**src/rtl/movavg_fltr_gen.sv**
```systemverilog
// Moving-average filter with a runtime-selectable power-of-two window, optional rounding,
// replicate or zero-fill start-up, and a registered bypass path. One sample per clock, one-cycle latency.
//
// state | meaning
// IDLE  | no stream in progress; the next accepted sample starts one
// FILL  | zero-fill start-up, fewer than N samples seen
// RUN   | window full
module movavg_fltr_gen #(
    parameter int DATAWIDTH   = 12,
    parameter int LOG2_MAXWIN = 4,
    parameter int GAP_RESTART = 1
) (
    input  logic                               clk,
    input  logic                               reset,
    input  logic                               start_act,
    input  logic                               movavg_en,
    input  logic                               vald_din,
    input  logic [DATAWIDTH-1:0]               data_in,
    input  logic [$clog2(LOG2_MAXWIN+1)-1:0]   win_log2,
    input  logic                               round_en,
    input  logic                               fill_mode,
    output logic [DATAWIDTH-1:0]               data_out,
    output logic                               valid_out,
    output logic                               win_full
);
    localparam int WW    = $clog2(LOG2_MAXWIN + 1);
    localparam int AW    = DATAWIDTH + LOG2_MAXWIN;
    localparam int CW    = LOG2_MAXWIN + 1;
    localparam int DEPTH = 1 << LOG2_MAXWIN;
    localparam logic [WW-1:0] WMAX = WW'(LOG2_MAXWIN);

    typedef enum logic [1:0] {IDLE, FILL, RUN} state_t;

    state_t                   state_q, state_d;
    logic [WW-1:0]            win_q, win_d;
    logic                     fill_q, fill_d;
    logic [AW-1:0]            acc_q, acc_d;
    logic [CW-1:0]            cnt_q, cnt_d;
    logic [LOG2_MAXWIN-1:0]   wptr_q, wptr_d;
    logic [DATAWIDTH-1:0]     hist_q [DEPTH];
    logic [DATAWIDTH-1:0]     dout_q, dout_d;
    logic                     vout_q, vout_d;
    logic                     wfull_q;

    logic [WW-1:0]            win_eff;
    logic [CW-1:0]            n_w;
    logic [LOG2_MAXWIN-1:0]   old_idx;
    logic [DATAWIDTH-1:0]     oldest;
    logic                     active, win_chg, accepted, first, fm, vld_res;
    logic                     wr_en, fill_all;
    logic [DATAWIDTH-1:0]     fill_val;
    logic [AW-1:0]            acc_sum;

    always_comb begin
        win_eff = (win_log2 > WMAX) ? WMAX : win_log2;
        n_w     = CW'(1) << win_eff;
        old_idx = wptr_q - n_w[LOG2_MAXWIN-1:0];
        oldest  = hist_q[old_idx];
        active  = (state_q != IDLE);
        win_chg = active && (win_eff != win_q);

        state_d  = state_q;
        win_d    = win_q;
        fill_d   = fill_q;
        acc_d    = acc_q;
        cnt_d    = cnt_q;
        wptr_d   = wptr_q;
        dout_d   = '0;
        vout_d   = 1'b0;
        wr_en    = 1'b0;
        fill_all = 1'b0;
        fill_val = '0;
        accepted = 1'b0;
        first    = 1'b0;
        fm       = fill_q;
        vld_res  = 1'b0;
        acc_sum  = '0;

        if (start_act) begin
            state_d = IDLE;
            acc_d   = '0;
            cnt_d   = '0;
            wptr_d  = '0;
        end else if (!movavg_en) begin
            state_d = IDLE;
            dout_d  = data_in;
            vout_d  = vald_din;
        end else if (vald_din && (!active || win_chg)) begin
            // a window change on a valid sample restarts with this sample as the first one
            accepted = 1'b1;
            first    = 1'b1;
            fm       = fill_mode;
            win_d    = win_eff;
            fill_d   = fill_mode;
            fill_all = 1'b1;
            fill_val = fill_mode ? '0 : data_in;
            wr_en    = 1'b1;
            wptr_d   = wptr_q + LOG2_MAXWIN'(1);
            if (!fill_mode) begin
                acc_d   = AW'(data_in) << win_eff;
                state_d = RUN;
            end else begin
                acc_d   = AW'(data_in);
                cnt_d   = CW'(1);
                state_d = (win_eff == '0) ? RUN : FILL;
            end
        end else if (win_chg) begin
            state_d = IDLE;
        end else if (!vald_din) begin
            if (GAP_RESTART != 0 && active) state_d = IDLE;
        end else begin
            accepted = 1'b1;
            wr_en    = 1'b1;
            wptr_d   = wptr_q + LOG2_MAXWIN'(1);
            acc_d    = acc_q - AW'(oldest) + AW'(data_in);
            if (state_q == FILL) begin
                cnt_d = cnt_q + CW'(1);
                if (cnt_d == n_w) state_d = RUN;
            end
        end

        if (accepted) begin
            acc_sum = acc_d + (round_en ? AW'(n_w >> 1) : AW'(0));
            vld_res = !fm || (state_d == RUN);
            vout_d  = vld_res;
            dout_d  = vld_res ? DATAWIDTH'(acc_sum >> win_eff) : '0;
        end
    end

    always_ff @(posedge clk or posedge reset) begin
        if (reset) begin
            state_q <= IDLE;
            win_q   <= '0;
            fill_q  <= 1'b0;
            acc_q   <= '0;
            cnt_q   <= '0;
            wptr_q  <= '0;
            dout_q  <= '0;
            vout_q  <= 1'b0;
            wfull_q <= 1'b0;
            for (int i = 0; i < DEPTH; i++) hist_q[i] <= '0;
        end else begin
            state_q <= state_d;
            win_q   <= win_d;
            fill_q  <= fill_d;
            acc_q   <= acc_d;
            cnt_q   <= cnt_d;
            wptr_q  <= wptr_d;
            dout_q  <= dout_d;
            vout_q  <= vout_d;
            wfull_q <= (state_d == RUN);
            if (fill_all) begin
                for (int i = 0; i < DEPTH; i++) hist_q[i] <= fill_val;
            end
            if (wr_en) hist_q[wptr_q] <= data_in;
        end
    end

    assign data_out  = dout_q;
    assign valid_out = vout_q;
    assign win_full  = wfull_q;
endmodule

```
**config.mk**
```make
export PLATFORM = sky130hd
export DESIGN_NAME = movavg_fltr_gen
export DESIGN_NICKNAME = d
export VERILOG_FILES = /design/src/rtl/movavg_fltr_gen.sv
export SDC_FILE = /design/constraint.sdc
export NUM_CORES = 1
export LEC_CHECK = 0
export CORE_ASPECT_RATIO = 1.25
export CORE_UTILIZATION = 54
export CTS_CLUSTER_DIAMETER = 80
export CTS_CLUSTER_SIZE = 14
export DETAILED_ROUTE_END_ITERATION = 7
export PLACE_DENSITY = 0.73
export SKIP_LAST_GASP = 1
export SLEW_MARGIN = 20
export SYNTH_ARGS = -nofsm -noshare
export SYNTH_HDL_FRONTEND = slang
export SYNTH_SLANG_ARGS = --single-unit
export TNS_END_PERCENT = 10
```
**constraint.sdc**
```tcl
create_clock -name clk -period 12.74 [get_ports clk]
set_clock_uncertainty 0.05 [all_clocks]
set_input_delay 2.548 -clock clk [delete_from_list [all_inputs] [get_ports clk]]
set_output_delay 2.548 -clock clk [all_outputs]
set_load 0.005 [all_outputs]
```
==> impl_results.md, run 1 <==
* Largest net degree at the start of global routing at 153
* Combinational fraction of design power at 31.0%
* GPL Wtd Cong at 0.921
* Power per cell area at 143 nW/um2
* CTS sink count at 237
* Top FF cell, synth: dfrtp_1
* Initial Utilization at 55.3%
* Fin util at 60.1%
* Vias in the first global route at 10700
* Fin crit period at 10.32 ns
* Final setup margin at 2.42 ns
* Max-cap violations at 0
* DR WL/cell at 25.9 um
* TritonCTS clock tree: built
* Root cell of the clock tree: clkbuf_16
* Count leader, synth: dfrtp_1
* Area growth from synthesis to layout at 8.84%
* Fin. Hold Viols at 0
* Sw power at 0.000698 W
* Nets@finish at 1298
* Final Slew Violations at 0
* Seq. cell area at 5930 um2
* Post-Syn Area at 13600 um2
* Total grt overflow at 0
* EDFF count, synth at 0
* First-pass GRT wire length at 63.1 mm
* Status: finished clean
* Initial DRC Count at 1022
* Post-detail-place hpwl at 26.2 mm
* Distinct cells, synth at 98
* Part of the power in the clock network at 26.2%
* Post-Syn Area per Cell at 11.0 um2
* Die ar. at 25800 um2
* CORE AREA at 24600 um2
* Pre-antenna DRT Iters at 5
* Worst Setup Start Kind: input pin
* Synthesized flop and latch total at 237
* Int Pwr at 0.00142 W
* Worst Reg2Reg Path Length in Cells at 26
* DRC viols at 0
* Final period utilization at 81.0%
* CP arrival at 10.72 ns
* Min-delay worst type: reg2reg
* Worst-path clk slew at 0.07 ns
* Worst hold margin at 0.450 ns
* Critical Path End Type: register
* Hold buffers post-CTS at 0
* CP top delay family: adder cells
* Post-CTS sizing at 0
* Top post-synthesis cells by count: dfrtp_1, a22o_1, nand2_1
* Share of the synthesized area in the top cell type at 43.7%
* TritonCTS Buffers at 20
* Multi-input logic area at 7040 um2
* RR Endpoint: data_out[9]
* Worst path required time at 13.14 ns
* Fmax at 96.9 MHz
* Final setup violation count at 0
* Total Wirelength at 40.5 mm
* Overall routing resource usage at 32.7%
* Vias per cell at 6.86
* Mapped Cells at 1230
* CP max stage delay at 0.93 ns
* Routed Antenna Nets at 0
* Port Buf Inserts at 35
* Synth area leaders: dfrtp_1, a22o_1, mux4_2
* Cell depth of the worst hold path at 1
* FF-to-FF setup slack at 5.62 ns
* Synth warn at 0
* Die X at 144 um
* Clock buffer depth at 3
* Ant. Diodes at 0
* Share of layout cells above drive strength 1 at 14.6%
* Post-CTS setup buffers at 0
* Setup WS pre-CTS at 2.04 ns
* CP most frequent cell: inv_1
* Clk_lat worst skew at 0.53 ns
* Unrepaired setup endpoints after global routing: false
* Leakage at 6.49 nW
* Reg-to-Reg Start: wptr_q[0]
* Dominant cell type by area after synthesis: dfrtp_1
* H-tree depth at 1
* TNS Setup at 0 ns
* I/O Pins at 36
* Total Power at 0.00212 W
* Worst path depth at 30
* Vias after detailed routing at 10700
* Die height at 179 um
* Fill count at 2028
* Ys async rst share at 100%
* Worst Tran Pin Value at 1.02 ns
* CP Class: in2reg
* Worst Hold Launch: hist_q[69]
* Post-synth net total at 1293
* Critical Path Fanout Max at 37
* Worst path bufs/invs at 7
* Slowest cell on the critical path: fa_2
* FP Rows at 64
* Hold Path End: hist_q[69]
* Seq/Total Area, Yosys at 43.7%
* Maximum vdd drop at 0.0765 mV
* Flop pwr share at 42.8%
* Sw frac at 33.0%
* Relative slew slack at 31.6%
* Antenna violations before repair at 0
==> registers in the layout, indices dropped and copies added, names as in the netlist, 2 cells and up <==
| name | cells |
|---|---|
| acc_q | 16 |
| cnt_q | 5 |
| data_out | 12 |
| hist_q | 192 |
| state_q | 2 |
| win_q | 3 |
| wptr_q | 4 |
==> final cells by class <==
| type | instances | share of cell area, % |
|---|---|---|
| multi-input combinational | 856 | 47.6 |
| sequential | 237 | 40.1 |
| timing repair buffer | 88 | 5.09 |
| clock buffer | 21 | 3.41 |
| tap | 330 | 2.79 |
| inverter | 32 | 0.897 |
| clock inverter | 1 | 0.110 |
==> per-stage QoR <==
step	cells	cell area (um2)
after floorplan	1230	13600
after global placement	1543	14200
after detailed placement	1543	14200
after CTS	1565	14800
after global routing	1565	14800
final	1565	14800
==> power by group through the flow <==
stage	clock (W)	combinational (W)	sequential [W]
after floorplan	0	0.000488	0.000898
after global placement	0	0.000633	0.000914
after detailed placement	0	0.000646	0.000917
after CTS	0.000559	0.000650	0.000905
after global routing	0.000587	0.000715	0.000917
final	0.000555	0.000657	0.000906
==> cell usage in the layout, fill, tap and decap left out, types with 11 or more instances in the layout <==
| master | n |
|---|---|
| clkbuf_16 | 20 |
| dfrtp_1 | 237 |
| clkdlybuf4s50_1 | 35 |
| nor2_1 | 50 |
| and2_1 | 14 |
| nand3_1 | 22 |
| o211ai_1 | 13 |
| a211oi_1 | 11 |
| nand2_1 | 127 |
| mux2i_1 | 15 |
| ha_1 | 27 |
| fa_1 | 13 |
| nor3_1 | 15 |
| mux4_2 | 49 |
| a22o_1 | 196 |
| a21oi_1 | 35 |
| xnor2_1 | 17 |
| buf_4 | 52 |
| o21ai_0 | 66 |
| inv_1 | 31 |
==> per-layer routing <==
layer	wire [um]	global-route usage (%)	vias to the layer above
met5	0	0	-
met4	1900	16.0	0
met3	3470	5.13	120
met2	18700	50.3	572
met1	16400	45.2	5410
li1	-	-	4636
==> worst max path at each step <==
stage	from	endpoint	slack, ns
after global routing	win_log2[2]	data_out[9]	1.86
after global placement	win_log2[2]	data_out[9]	2.21
final	win_log2[2]	data_out[9]	2.42
after CTS	win_log2[2]	data_out[9]	2.55
after floorplan	win_log2[0]	data_out[11]	3.45
after detailed placement	win_log2[2]	data_out[9]	2.04
==> cells by family after synthesis <==
group	share of synthesized area, %
flops	43.7
compound gates	23.5
fa+ha+maj	4.55
simple gates	11.2
mux	10.1
xor+xnor	2.25
buf+inv	4.73
Power figures use the tool's default switching activity.
==> inputs of run 2 (changes only) <==
- clock period: 12.74 -> 9.9 ns (I/O delays scaled with it)
==> run 2 against run 1 <==
Against the previous run:
- via count rose by 0.61%
- worst hold slack improved by 0.00086 ns
- cell area increased by 0.54%
- non-clock buffer count rose by 6
- core utilization rose by 0.33 points
- clock-buffer cell count unchanged
- final cell count is 0.58% higher
- critical path type unchanged
- largest power group unchanged
==> impl_results.md, run 2 (synthesis results as in run 1) <==
* Sw power at 0.000912 W (+31%)
* Ant. Diodes at 0 (unchanged)
* Worst Reg2Reg Path Length in Cells at 25 (-3.8%)
* Nets@finish at 1305 (+0.54%)
* Initial DRC Count at 1015 (-0.68%)
* Biggest register: hist_q
* Int Pwr at 0.00185 W (+30%)
* Total Wirelength at 40.5 mm (about the same)
* TNS Setup at 0 ns (unchanged)
* CTS sink count at 237 (unchanged)
* Routed Antenna Nets at 0 (unchanged)
* Hold buffers post-CTS at 0 (unchanged)
* Part of the power in the clock network at 26.7% (+0.5 points)
* Fmax at 116 MHz
* Max reg flops at 192 (unchanged)
* CP Class: in2reg
* Share of layout cells above drive strength 1 at 15.2% (+0.62 points)
* Leakage at 6.54 nW (+0.79%)
* Post-CTS setup buffers at 0 (unchanged)
* Clk_lat worst skew at 0.52 ns (about the same)
* Clock buffer depth at 3 (unchanged)
* Status: finished clean
* Die ar. at 25800 um2 (unchanged)
* Vias after detailed routing at 10800 (+0.61%)
* Port Buf Inserts at 35 (unchanged)
* Reg-to-Reg Start: wptr_q[0]
* Fin. Hold Viols at 0 (unchanged)
* Vias per cell at 6.86 (about the same)
* FP Rows at 64 (unchanged)
* Post-CTS sizing at 0 (unchanged)
* CP startpoint: win_log2[0]
* Post-detail-place hpwl at 26.7 mm (+1.7%)
* Flop pwr share at 42.4% (-0.4 points)
* CORE AREA at 24600 um2 (unchanged)
* DR WL/cell at 25.7 um (-0.56%)
* Relative slew slack at 26.0% (-5.5 points)
* Fin crit period at 8.60 ns
* Vias in the first global route at 10800 (+0.74%)
* Max-cap violations at 0 (unchanged)
* Maximum vdd drop at 0.109 mV (+42%)
* Final Slew Violations at 0 (unchanged)
* Worst Tran Pin Value at 1.11 ns (+0.0899 ns)
* DRC viols at 0 (unchanged)
* Combinational fraction of design power at 30.9% (about the same)
* CP arrival at 8.96 ns (-1.76 ns)
* CP endpoint: data_out[8]
* TritonCTS clock tree: built
* Most frequent cells in the layout: dfrtp_1, a22o_1, nand2_1
* Sw frac at 33.0% (+0.056 points)
* TritonCTS Buffers at 21 (+5.0%)
* Placed cells at 1549 (+0.39%)
* Min-delay worst type: reg2reg
* H-tree depth at 1 (unchanged)
* Antenna violations before repair at 0 (unchanged)
* Unrepaired setup endpoints after global routing: false
* Overall routing resource usage at 32.9% (+0.19 points)
* Initial Utilization at 55.3% (unchanged)
* Critical Path Fanout Max at 12 (-68%)
* FF-to-FF setup slack at 3.43 ns (-2.19 ns)
* Final period utilization at 86.9%
* Cell depth of the worst hold path at 1 (unchanged)
* Total grt overflow at 0 (unchanged)
* First-pass GRT wire length at 63.4 mm (+0.54%)
* Worst path required time at 10.26 ns (-2.88 ns)
* Cell Count, Final, Fillers Out at 1574 (+0.58%)
* Largest net degree at the start of global routing at 128 (-16%)
* GPL Wtd Cong at 0.950 (+3.1%)
* RR Endpoint: data_out[8]
* Pre-antenna DRT Iters at 6 (+1)
* Power per cell area at 186 nW/um2 (+30%)
* Worst-path clk slew at 0.07 ns (about the same)
* Critical Path End Type: register
* Worst Setup Start Kind: input pin
* Die height at 179 um (unchanged)
* Commonest non-fill, non-tap cell in the layout: dfrtp_1
* Area growth from synthesis to layout at 9.43%
* Final setup violation count at 0 (unchanged)
* Root cell of the clock tree: clkbuf_16
* I/O Pins at 36 (unchanged)
* Die X at 144 um (unchanged)
## run 2: cell types whose count changed in the layout (fill, tap and decap cells not counted), sizes merged
cell	before	now
buf	53	59
clkinv	2	1
clkinvlp	0	1
inv	31	34
## run 2: routing by layer
layer  up-vias  global-route usage [%]  wire [um]
met2       536                    50.8      18500
li1       4654                       -          -
met5         -                       0          0
met3       130                    5.48       3370
met1      5484                    44.6      16400
met4         0                    17.0       2230
## run 2: power groups by stage
| stage | logic [W] | clock network (W) | registers (W) |
|---|---|---|---|
| 2_1_floorplan | 0.000628 | 0 | 0.00116 |
| 3_3_place_gp | 0.000822 | 0 | 0.00118 |
| 3_5_place_dp | 0.000836 | 0 | 0.00118 |
| 4_1_cts | 0.000839 | 0.000746 | 0.00117 |
| 5_1_grt | 0.000929 | 0.000779 | 0.00118 |
| 6_report | 0.000853 | 0.000739 | 0.00117 |
## run 2: critical path: stages
cell,delay (ns)
clkdlybuf4s50_1,0.76
nand2_1,0.09
buf_4,0.20
nor2_1,0.21
inv_1,0.16
fa_2,0.84
buf_4,0.31
mux4_2,0.58
nand2_1,0.11
a31oi_1,0.09
ha_1,0.28
inv_1,0.06
ha_1,0.17
inv_1,0.07
fa_1,0.48
a211oi_1,0.22
a21oi_1,0.07
nor2_1,0.27
ha_1,0.29
a21o_1,0.15
a21oi_1,0.22
o21bai_1,0.13
o2111ai_2,0.15
nor4_2,0.08
xnor2_1,0.45
a22oi_1,0.17
o21a_1,0.14
o221ai_1,0.23
## run 2: layout make-up
type,instances,area [um2]
Fill cell,2043,9720
Sequential cell,237,5930
Timing Repair Buffer,94,806
Clock inverter,4,30.0
Multi-Input combinational cell,856,7030
Clock buffer,21,526
Inverter,32,128
Tap cell,330,413
## run 2: stage by stage
| step | hold WS, ns | total power [W] | instance area (um2) | util (%) | worst slack (ns) |
|---|---|---|---|---|---|
| after floorplan | 0.408 | 0.00178 | 13600 | - | 1.18 |
| after global placement | 0.432 | 0.00200 | 14300 | 58.2 | 1.06 |
| final | 0.451 | 0.00276 | 14900 | 60.5 | 1.30 |
| after CTS | 0.454 | 0.00275 | 14900 | 60.4 | 1.52 |
| after detailed placement | 0.435 | 0.00202 | 14300 | 58.2 | 1.02 |
| after global routing | 0.456 | 0.00289 | 14900 | 60.5 | 0.937 |
## run 2: how the worst min path moves through the flow
stage | start | endpoint | slack (ns)
floorplan | fill_q | fill_q | 0.41
global placement | hist_q[95] | hist_q[95] | 0.43
detailed placement | hist_q[51] | hist_q[51] | 0.44
CTS | hist_q[51] | hist_q[51] | 0.45
global route | hist_q[105] | hist_q[105] | 0.46
finish | hist_q[6] | hist_q[6] | 0.45
